File: src/rtl/pipe_sequencer_if.sv
// Pipeline sequencer bus: decode/execute hazard inputs, program start, and the
// pipe-control, status and performance-counter outputs.
//   master : the sequencer side (drives pipe controls, status and counters)
//   slave  : the pipeline / host side (drives start plus decode/execute info)
interface pipe_sequencer_if #(
  parameter int RAW  = 3,
  parameter int RBW  = 2,
  parameter int CNTW = 16
);
  logic            start;
  logic            idUsesA;
  logic            idUsesB;
  logic [RAW-1:0]  idPtrA;
  logic [RBW-1:0]  idPtrB;
  logic            idAck;
  logic            exMemLd;
  logic [RAW-1:0]  exDst;
  logic            exJmp;
  logic            pcClr;
  logic            pcEn;
  logic            ifIdEn;
  logic            ifIdFlush;
  logic            idExFlush;
  logic            busy;
  logic            done;
  logic [CNTW-1:0] stallCnt;
  logic [CNTW-1:0] flushCnt;

  modport master (
    input  start, idUsesA, idUsesB, idPtrA, idPtrB, idAck, exMemLd, exDst, exJmp,
    output pcClr, pcEn, ifIdEn, ifIdFlush, idExFlush, busy, done, stallCnt, flushCnt
  );

  modport slave (
    output start, idUsesA, idUsesB, idPtrA, idPtrB, idAck, exMemLd, exDst, exJmp,
    input  pcClr, pcEn, ifIdEn, ifIdFlush, idExFlush, busy, done, stallCnt, flushCnt
  );
endinterface

File: src/rtl/pipe_sequencer.sv
// Pipeline sequencing controller for the 9-bit-instruction processor.
// Ports:
//   clk, rst : clock and synchronous active-high reset
//   bus      : pipe_sequencer_if.master
//              in  start, idUsesA/B, idPtrA/B, idAck, exMemLd, exDst, exJmp
//              out pcClr, pcEn, ifIdEn, ifIdFlush, idExFlush (Mealy pipe controls),
//                  busy, done, stallCnt, flushCnt (registered)
module pipe_sequencer #(
  parameter int OPW       = 4,
  parameter int RAW       = 3,
  parameter int RBW       = 2,
  parameter int LD_LAT    = 2,
  parameter int DRAIN_CYC = 2,
  parameter int CNTW      = 16
) (
  input  logic             clk,
  input  logic             rst,
  pipe_sequencer_if.master bus
);

  localparam int MAXC = (LD_LAT > DRAIN_CYC) ? LD_LAT : DRAIN_CYC;
  localparam int CW   = $clog2(MAXC + 1);

  generate
    if (OPW < 1 || RBW > RAW || LD_LAT < 1 || DRAIN_CYC < 1 || CNTW < 1) begin : g_bad_param
      $error("pipe_sequencer: illegal parameter combination");
    end
  endgenerate

  typedef enum logic [2:0] {IDLE, RUN, STALL, DRAIN, DONE} state_t;

  state_t          state_q, state_d;
  logic [CW-1:0]   cnt_q, cnt_d;
  logic [CNTW-1:0] stall_cnt_q, stall_cnt_d;
  logic [CNTW-1:0] flush_cnt_q, flush_cnt_d;
  logic            pc_clr_q, pc_clr_d;
  logic            busy_q, busy_d;
  logic            done_q, done_d;
  logic            hazard;
  logic            pc_en, if_id_en, if_id_flush, id_ex_flush;

  function automatic logic [CNTW-1:0] sat_inc(input logic [CNTW-1:0] v);
    return (&v) ? v : v + CNTW'(1);
  endfunction

  // B pointer is narrower than the destination field: zero-extend before compare
  always_comb begin
    hazard = bus.exMemLd &&
             ((bus.idUsesA && (bus.idPtrA == bus.exDst)) ||
              (bus.idUsesB && (RAW'(bus.idPtrB) == bus.exDst)));
  end

  always_comb begin
    state_d     = state_q;
    cnt_d       = cnt_q;
    stall_cnt_d = stall_cnt_q;
    flush_cnt_d = flush_cnt_q;
    pc_en       = 1'b0;
    if_id_en    = 1'b0;
    if_id_flush = 1'b0;
    id_ex_flush = 1'b0;
    case (state_q)
      IDLE, DONE: begin
        if (bus.start) begin
          state_d     = RUN;
          stall_cnt_d = '0;
          flush_cnt_d = '0;
        end
      end
      RUN: begin
        pc_en    = 1'b1;
        if_id_en = 1'b1;
        if (bus.exJmp) begin
          // PC keeps its enable so the branch target loads this cycle
          if_id_flush = 1'b1;
          id_ex_flush = 1'b1;
          flush_cnt_d = sat_inc(flush_cnt_q);
        end else if (hazard) begin
          pc_en       = 1'b0;
          if_id_en    = 1'b0;
          id_ex_flush = 1'b1;
          stall_cnt_d = sat_inc(stall_cnt_q);
          cnt_d       = CW'(1);
          if (LD_LAT > 1) state_d = STALL;
        end else if (bus.idAck) begin
          pc_en       = 1'b0;
          if_id_en    = 1'b0;
          if_id_flush = 1'b1;
          cnt_d       = '0;
          state_d     = DRAIN;
        end
      end
      STALL: begin
        id_ex_flush = 1'b1;
        stall_cnt_d = sat_inc(stall_cnt_q);
        if (cnt_q == CW'(LD_LAT - 1)) state_d = RUN;
        else                           cnt_d   = cnt_q + CW'(1);
      end
      DRAIN: begin
        if (cnt_q == CW'(DRAIN_CYC - 1)) state_d = DONE;
        else                              cnt_d   = cnt_q + CW'(1);
      end
      default: state_d = IDLE;
    endcase
    pc_clr_d = ((state_q == IDLE) || (state_q == DONE)) && bus.start;
    busy_d   = (state_d == RUN) || (state_d == STALL) || (state_d == DRAIN);
    done_d   = (state_d == DONE);
  end

  always_ff @(posedge clk) begin
    if (rst) begin
      state_q     <= IDLE;
      cnt_q       <= '0;
      stall_cnt_q <= '0;
      flush_cnt_q <= '0;
      pc_clr_q    <= 1'b0;
      busy_q      <= 1'b0;
      done_q      <= 1'b0;
    end else begin
      state_q     <= state_d;
      cnt_q       <= cnt_d;
      stall_cnt_q <= stall_cnt_d;
      flush_cnt_q <= flush_cnt_d;
      pc_clr_q    <= pc_clr_d;
      busy_q      <= busy_d;
      done_q      <= done_d;
    end
  end

  assign bus.pcEn      = pc_en;
  assign bus.ifIdEn    = if_id_en;
  assign bus.ifIdFlush = if_id_flush;
  assign bus.idExFlush = id_ex_flush;
  assign bus.pcClr     = pc_clr_q;
  assign bus.busy      = busy_q;
  assign bus.done      = done_q;
  assign bus.stallCnt  = stall_cnt_q;
  assign bus.flushCnt  = flush_cnt_q;

endmodule

File: src/flat_wrapper.sv
// flat-port wrapper written by rule: the top's interface ports become plain ports
module pipe_sequencer_flat 
#(
  parameter int OPW       = 4,
  parameter int RAW       = 3,
  parameter int RBW       = 2,
  parameter int LD_LAT    = 2,
  parameter int DRAIN_CYC = 2,
  parameter int CNTW      = 16
)
  (clk, rst, bus_start, bus_idUsesA, bus_idUsesB, bus_idPtrA, bus_idPtrB, bus_idAck, bus_exMemLd, bus_exDst, bus_exJmp, bus_pcClr, bus_pcEn, bus_ifIdEn, bus_ifIdFlush, bus_idExFlush, bus_busy, bus_done, bus_stallCnt, bus_flushCnt);
  pipe_sequencer_if #(.RAW(RAW), .RBW(RBW), .CNTW(CNTW)) bus_i ();
  input  logic clk;
  input  logic rst;
  input wire logic [$bits(bus_i.start)-1:0] bus_start;
  input wire logic [$bits(bus_i.idUsesA)-1:0] bus_idUsesA;
  input wire logic [$bits(bus_i.idUsesB)-1:0] bus_idUsesB;
  input wire logic [$bits(bus_i.idPtrA)-1:0] bus_idPtrA;
  input wire logic [$bits(bus_i.idPtrB)-1:0] bus_idPtrB;
  input wire logic [$bits(bus_i.idAck)-1:0] bus_idAck;
  input wire logic [$bits(bus_i.exMemLd)-1:0] bus_exMemLd;
  input wire logic [$bits(bus_i.exDst)-1:0] bus_exDst;
  input wire logic [$bits(bus_i.exJmp)-1:0] bus_exJmp;
  output wire logic [$bits(bus_i.pcClr)-1:0] bus_pcClr;
  output wire logic [$bits(bus_i.pcEn)-1:0] bus_pcEn;
  output wire logic [$bits(bus_i.ifIdEn)-1:0] bus_ifIdEn;
  output wire logic [$bits(bus_i.ifIdFlush)-1:0] bus_ifIdFlush;
  output wire logic [$bits(bus_i.idExFlush)-1:0] bus_idExFlush;
  output wire logic [$bits(bus_i.busy)-1:0] bus_busy;
  output wire logic [$bits(bus_i.done)-1:0] bus_done;
  output wire logic [$bits(bus_i.stallCnt)-1:0] bus_stallCnt;
  output wire logic [$bits(bus_i.flushCnt)-1:0] bus_flushCnt;
  assign bus_i.start = bus_start;
  assign bus_i.idUsesA = bus_idUsesA;
  assign bus_i.idUsesB = bus_idUsesB;
  assign bus_i.idPtrA = bus_idPtrA;
  assign bus_i.idPtrB = bus_idPtrB;
  assign bus_i.idAck = bus_idAck;
  assign bus_i.exMemLd = bus_exMemLd;
  assign bus_i.exDst = bus_exDst;
  assign bus_i.exJmp = bus_exJmp;
  assign bus_pcClr = bus_i.pcClr;
  assign bus_pcEn = bus_i.pcEn;
  assign bus_ifIdEn = bus_i.ifIdEn;
  assign bus_ifIdFlush = bus_i.ifIdFlush;
  assign bus_idExFlush = bus_i.idExFlush;
  assign bus_busy = bus_i.busy;
  assign bus_done = bus_i.done;
  assign bus_stallCnt = bus_i.stallCnt;
  assign bus_flushCnt = bus_i.flushCnt;
  pipe_sequencer #(.OPW(OPW), .RAW(RAW), .RBW(RBW), .LD_LAT(LD_LAT), .DRAIN_CYC(DRAIN_CYC), .CNTW(CNTW)) u_core (.clk(clk), .rst(rst), .bus(bus_i));
endmodule
File: config.mk
export PLATFORM = sky130hd
export DESIGN_NAME = pipe_sequencer_flat
export DESIGN_NICKNAME = d
export VERILOG_FILES = /design/src/rtl/pipe_sequencer_if.sv /design/src/rtl/pipe_sequencer.sv /design/src/flat_wrapper.sv
export SDC_FILE = /design/constraint.sdc
export NUM_CORES = 1
export LEC_CHECK = 0
export ABC_AREA = 0
export CORE_MARGIN = 5
export CORE_UTILIZATION = 49
export CTS_BUF_LIST = sky130_fd_sc_hd__clkbuf_16
export DETAILED_ROUTE_END_ITERATION = 6
export PLACE_DENSITY = 0.79
export SKIP_LAST_GASP = 1
export SYNTH_ARGS = -nofsm -noshare
export SYNTH_HDL_FRONTEND = slang
export SYNTH_SLANG_ARGS = --single-unit
File: constraint.sdc
create_clock -name clk -period 2.2 [get_ports clk]
set_input_delay 0.33 -clock clk [delete_from_list [all_inputs] [get_ports clk]]
set_output_delay 0.33 -clock clk [all_outputs]
set_load 0.02 [all_outputs]
==> results.md <==
- The critical path arrival is 2.35 ns.
- The vertical extent of the die is 77.9 µm.
- The remaining number of nets flagged by the antenna check after routing is 0.
- The later pin in the worst-skew pair is clocked with a latency of 0.28 ns.
- In this run the tightest slew margin relative to its limit is 0.523.
- The mean routed wirelength per cell is 17.4 µm.
- Using the TritonRoute via totals, the vias-per-cell ratio works out to 6.25.
- The initial antenna violation count is 0.
- Counting flops and latches in the post-synthesis netlist gives 40.
- For the pin with the worst max-slew slack, the measured transition is 0.716 ns.
- The share of total power in sequential cells is 0.370.
- The routed layout has 2726 vias.
- The count of buffers from port buffering is 54.
- Of the total power, the clock network draws 0.398.
- Dividing total power by cell area gives a power density of 573 nW/µm².
- The worst setup slack before clock tree synthesis is -0.615 ns.
- The startpoint class of the critical path is a flop.
- For met1 alone, demand over resource in global routing was 0.279.
- The final design utilization is 0.804.
- The clock sink count is 40.
- STA puts the critical path data required time at 2.42 ns.
- Yosys mapped a number of flops with a built-in enable equal to 0.
- The clock passes through at most 2 buffers.
- In this run, CTS created clock tree buffers numbering 5.
- For met2 alone, demand over resource in global routing was 0.393.
- The setup clock skew after layout is 0.00683 ns.
- In this run the worst hold path is classified as flop to flop.
- Entering global routing, the biggest net connects 24 pins.
- The net count of the finished layout is 402.
- For this run, asynchronously set or reset flops after synthesis account for 0.
- Of the cells placed in the final design, the portion with a size suffix greater than 1 is 0.253.
- The final critical-path setup slack is 0.0646 ns.
- The completed layout was analyzed and its total power is 2.03 mW.
- The initialized floorplan defines 24 standard-cell rows.
- The cell sitting at the root of the clock tree is a sky130_fd_sc_hd__clkbuf_16.
- The number of iterations in the first detailed-routing pass is 5.
- Static timing analysis puts the maximum clock frequency at 0.468 GHz.
- The number of non-filler instances in the completed layout is 436.
- The largest incremental delay on the critical path is 0.55 ns.
- The cell area after placement is 3200 µm².
- The number of top-level pins is 55.
- The element type at the critical path end is a flop.
- The period utilization is 0.971.
- Adding up every negative setup slack in the final design gives 0 ns.
- The global-route met3 utilization is 0.0544.
- The detailed-placement wirelength estimate is 4.75 mm.
- Of the total power, combinational logic draws 0.233.
- The final weighted congestion of routability-driven global placement is 0.801.
- The commonest register cell after synthesis is sky130_fd_sc_hd__dfxtp_1.
- The switching part of the total is 0.272.
- The aggregate global-route resource usage is 0.229.
- The number of slew-limit violations in the final report came to 0.
- The master of the slowest instance on the critical path is sky130_fd_sc_hd__or4_1.
- The post-synthesis average cell area is 8.34 µm².
- After layout, the minimum clock period comes to 2.14 ns.
- The finished cells cover 3550 µm².
- The most common cell after layout, fill and taps aside is sky130_fd_sc_hd__buf_4.
- Internal power comes to 1.48 mW.
- The flow ran to the end, and the final reports show no timing, DRC or antenna violations.
- The number of global-route vias before repair is 2478.
- The top fanout value on the critical path is 10.
- In this run the power spent charging and discharging nets is 0.553 mW.
- The net count of the mapped netlist is 290.
- The final wirelength is 7.59 mm.
- The first global-routing pass estimated 11.6 mm of wire.
- Summed over all cells, the static leakage comes to 1.36 nW.
- Across the run, the number of max-cap violations was 0.
- Hold timing on the final database bottoms out at a slack of 0.481 ns.
- The die covers 6070 µm².
- The TritonCTS clock tree is done.
- The sum of overflow across all layers after global routing is 0.
- In this run the number of H-tree levels came out at 2.
- The floorplan step defined a core boundary enclosing 4410 µm².
- Leaving out fill and tap cells, the most frequent cells in the layout are sky130_fd_sc_hd__buf_4 (60), sky130_fd_sc_hd__clkdlybuf4s50_1 (40), sky130_fd_sc_hd__dfxtp_1 (40).
- Walking the worst path, the cells encountered are buf_4, or3b_1, a21oi_4, o32ai_2, or4_1, a21oi_1.
- The cell area that synthesis handed to floorplanning was 2260 µm².
- The share of the Yosys chip area taken by registers is 0.354.
- Relative to the synthesized area, the layout overhead comes to 57.0%.
- The Yosys warning count is 0.
- The setup path with the least slack is of type flop to flop.
- The number of hold violations in the final report came to 0.
- The largest vdd supply drop is 433 µV.
- The number of remaining DRC errors is 0.
- For this configuration, the core starts out at a cell density of 0.512.
- Including well taps, the total number of placed cells is 417.
- The number of DRC violations after detailed-routing iteration 0 is 261.
- The horizontal die dimension is 77.9 µm.
- The number of instances in the synthesized netlist is 271.
- The setup violation total in the final timing report is 0.
- The netlist uses 52 different library cells.
- 0 antenna diodes ended up in the layout.
- The layer with the highest usage after global routing is met2.
- The clock edge transition at the registers on the reported setup and hold paths is 0.06 ns.
[critical path: cells and delay by family (launching register included)]
| kind | cells | cell delay [ns] |
|---|---|---|
| AOI/OAI and AO/OA | 3 | 0.63 |
| and+or+nand+nor | 2 | 0.95 |
| DFF | 1 | 0.34 |
| buffers and inverters | 1 | 0.16 |
[power by group through the flow]
stage / combinational (mW) / clock [mW] / sequential (mW)
2_1_floorplan: 0.220 / 0 / 0.778
3_5_place_dp: 0.408 / 0 / 0.767
3_3_place_gp: 0.397 / 0 / 0.766
6_report: 0.473 / 0.809 / 0.752
5_1_grt: 0.506 / 0.847 / 0.753
4_1_cts: 0.424 / 0.810 / 0.751
[cell families (layout without fill, tap and decap cells)]
kind of cell             Yosys count  in the layout  synth area share
AO/OA/AOI/OAI                     81             84             0.232
XOR/XNOR                          11             11            0.0426
adder cells (fa/ha/maj)            3              3            0.0166
buffers and inverters             16            126            0.0387
flip-flops                        40             40             0.354
multiplexers                       4              4            0.0177
AND/OR/NAND/NOR                  116            116             0.298
[layout make-up]
type	instances	area [µm²]
Clock buffer	5	125
Sequential cell	40	801
Timing Repair Buffer	115	993
Multi-Input combinational cell	218	1520
Inverter	3	11.3
Clock inverter	3	37.5
Tap cell	52	65.1
Fill cell	279	865
[layer usage]
layer  part of all wire  up-vias  wire length [µm]
met2               0.50      148              3820
li1                   -     1271                 -
met5                  0        -                 0
met4              0.026        0               201
met3              0.078       30               591
met1               0.39     1277              2980
[sequential cells by signal, summed over array words and instances, names as in the netlist]
name	count
u_core.cnt_q	2
u_core.bus.flushCnt	16
u_core.bus.pcClr	1
u_core.bus.busy	1
u_core.bus.done	1
u_core.state_q	3
u_core.bus.stallCnt	16
[worst paths after layout]
path                          start                     end  slack (ns)  cells past startpoint
hold / removal      u_core.cnt_q[1]         u_core.cnt_q[1]        0.48                      2
setup / recovery  u_core.state_q[0]  u_core.bus.stallCnt[9]        0.06                      6
setup reg to reg  u_core.state_q[0]  u_core.bus.stallCnt[9]        0.06                      6
hold reg to reg     u_core.cnt_q[1]         u_core.cnt_q[1]        0.48                      2
[synth_stat cells, types with 6 or more instances]
master                    number  share of area
sky130_fd_sc_hd__a21oi_1      33          0.073
sky130_fd_sc_hd__and3_1        8          0.022
sky130_fd_sc_hd__dfxtp_1      40           0.35
sky130_fd_sc_hd__nand2_1      16          0.027
sky130_fd_sc_hd__nand3_1      18          0.040
sky130_fd_sc_hd__nand4_1       7          0.019
sky130_fd_sc_hd__nor2_1       17          0.028
sky130_fd_sc_hd__nor2b_1       6          0.017
sky130_fd_sc_hd__o21ai_0       7          0.015
sky130_fd_sc_hd__o21ai_1       6          0.013
sky130_fd_sc_hd__o31ai_1      13          0.043
sky130_fd_sc_hd__or3_1        10          0.028
sky130_fd_sc_hd__or4_1        10          0.033
sky130_fd_sc_hd__xor2_1        7          0.027
[repair_timing]
action	in CTS	in global routing
setup endpoints to repair	19	20
pin swaps	9	8
buffers inserted	4	4
gates resized for setup	30	19
hold buffers	0	0
cloned	1	2
Power figures use the tool's default switching activity.
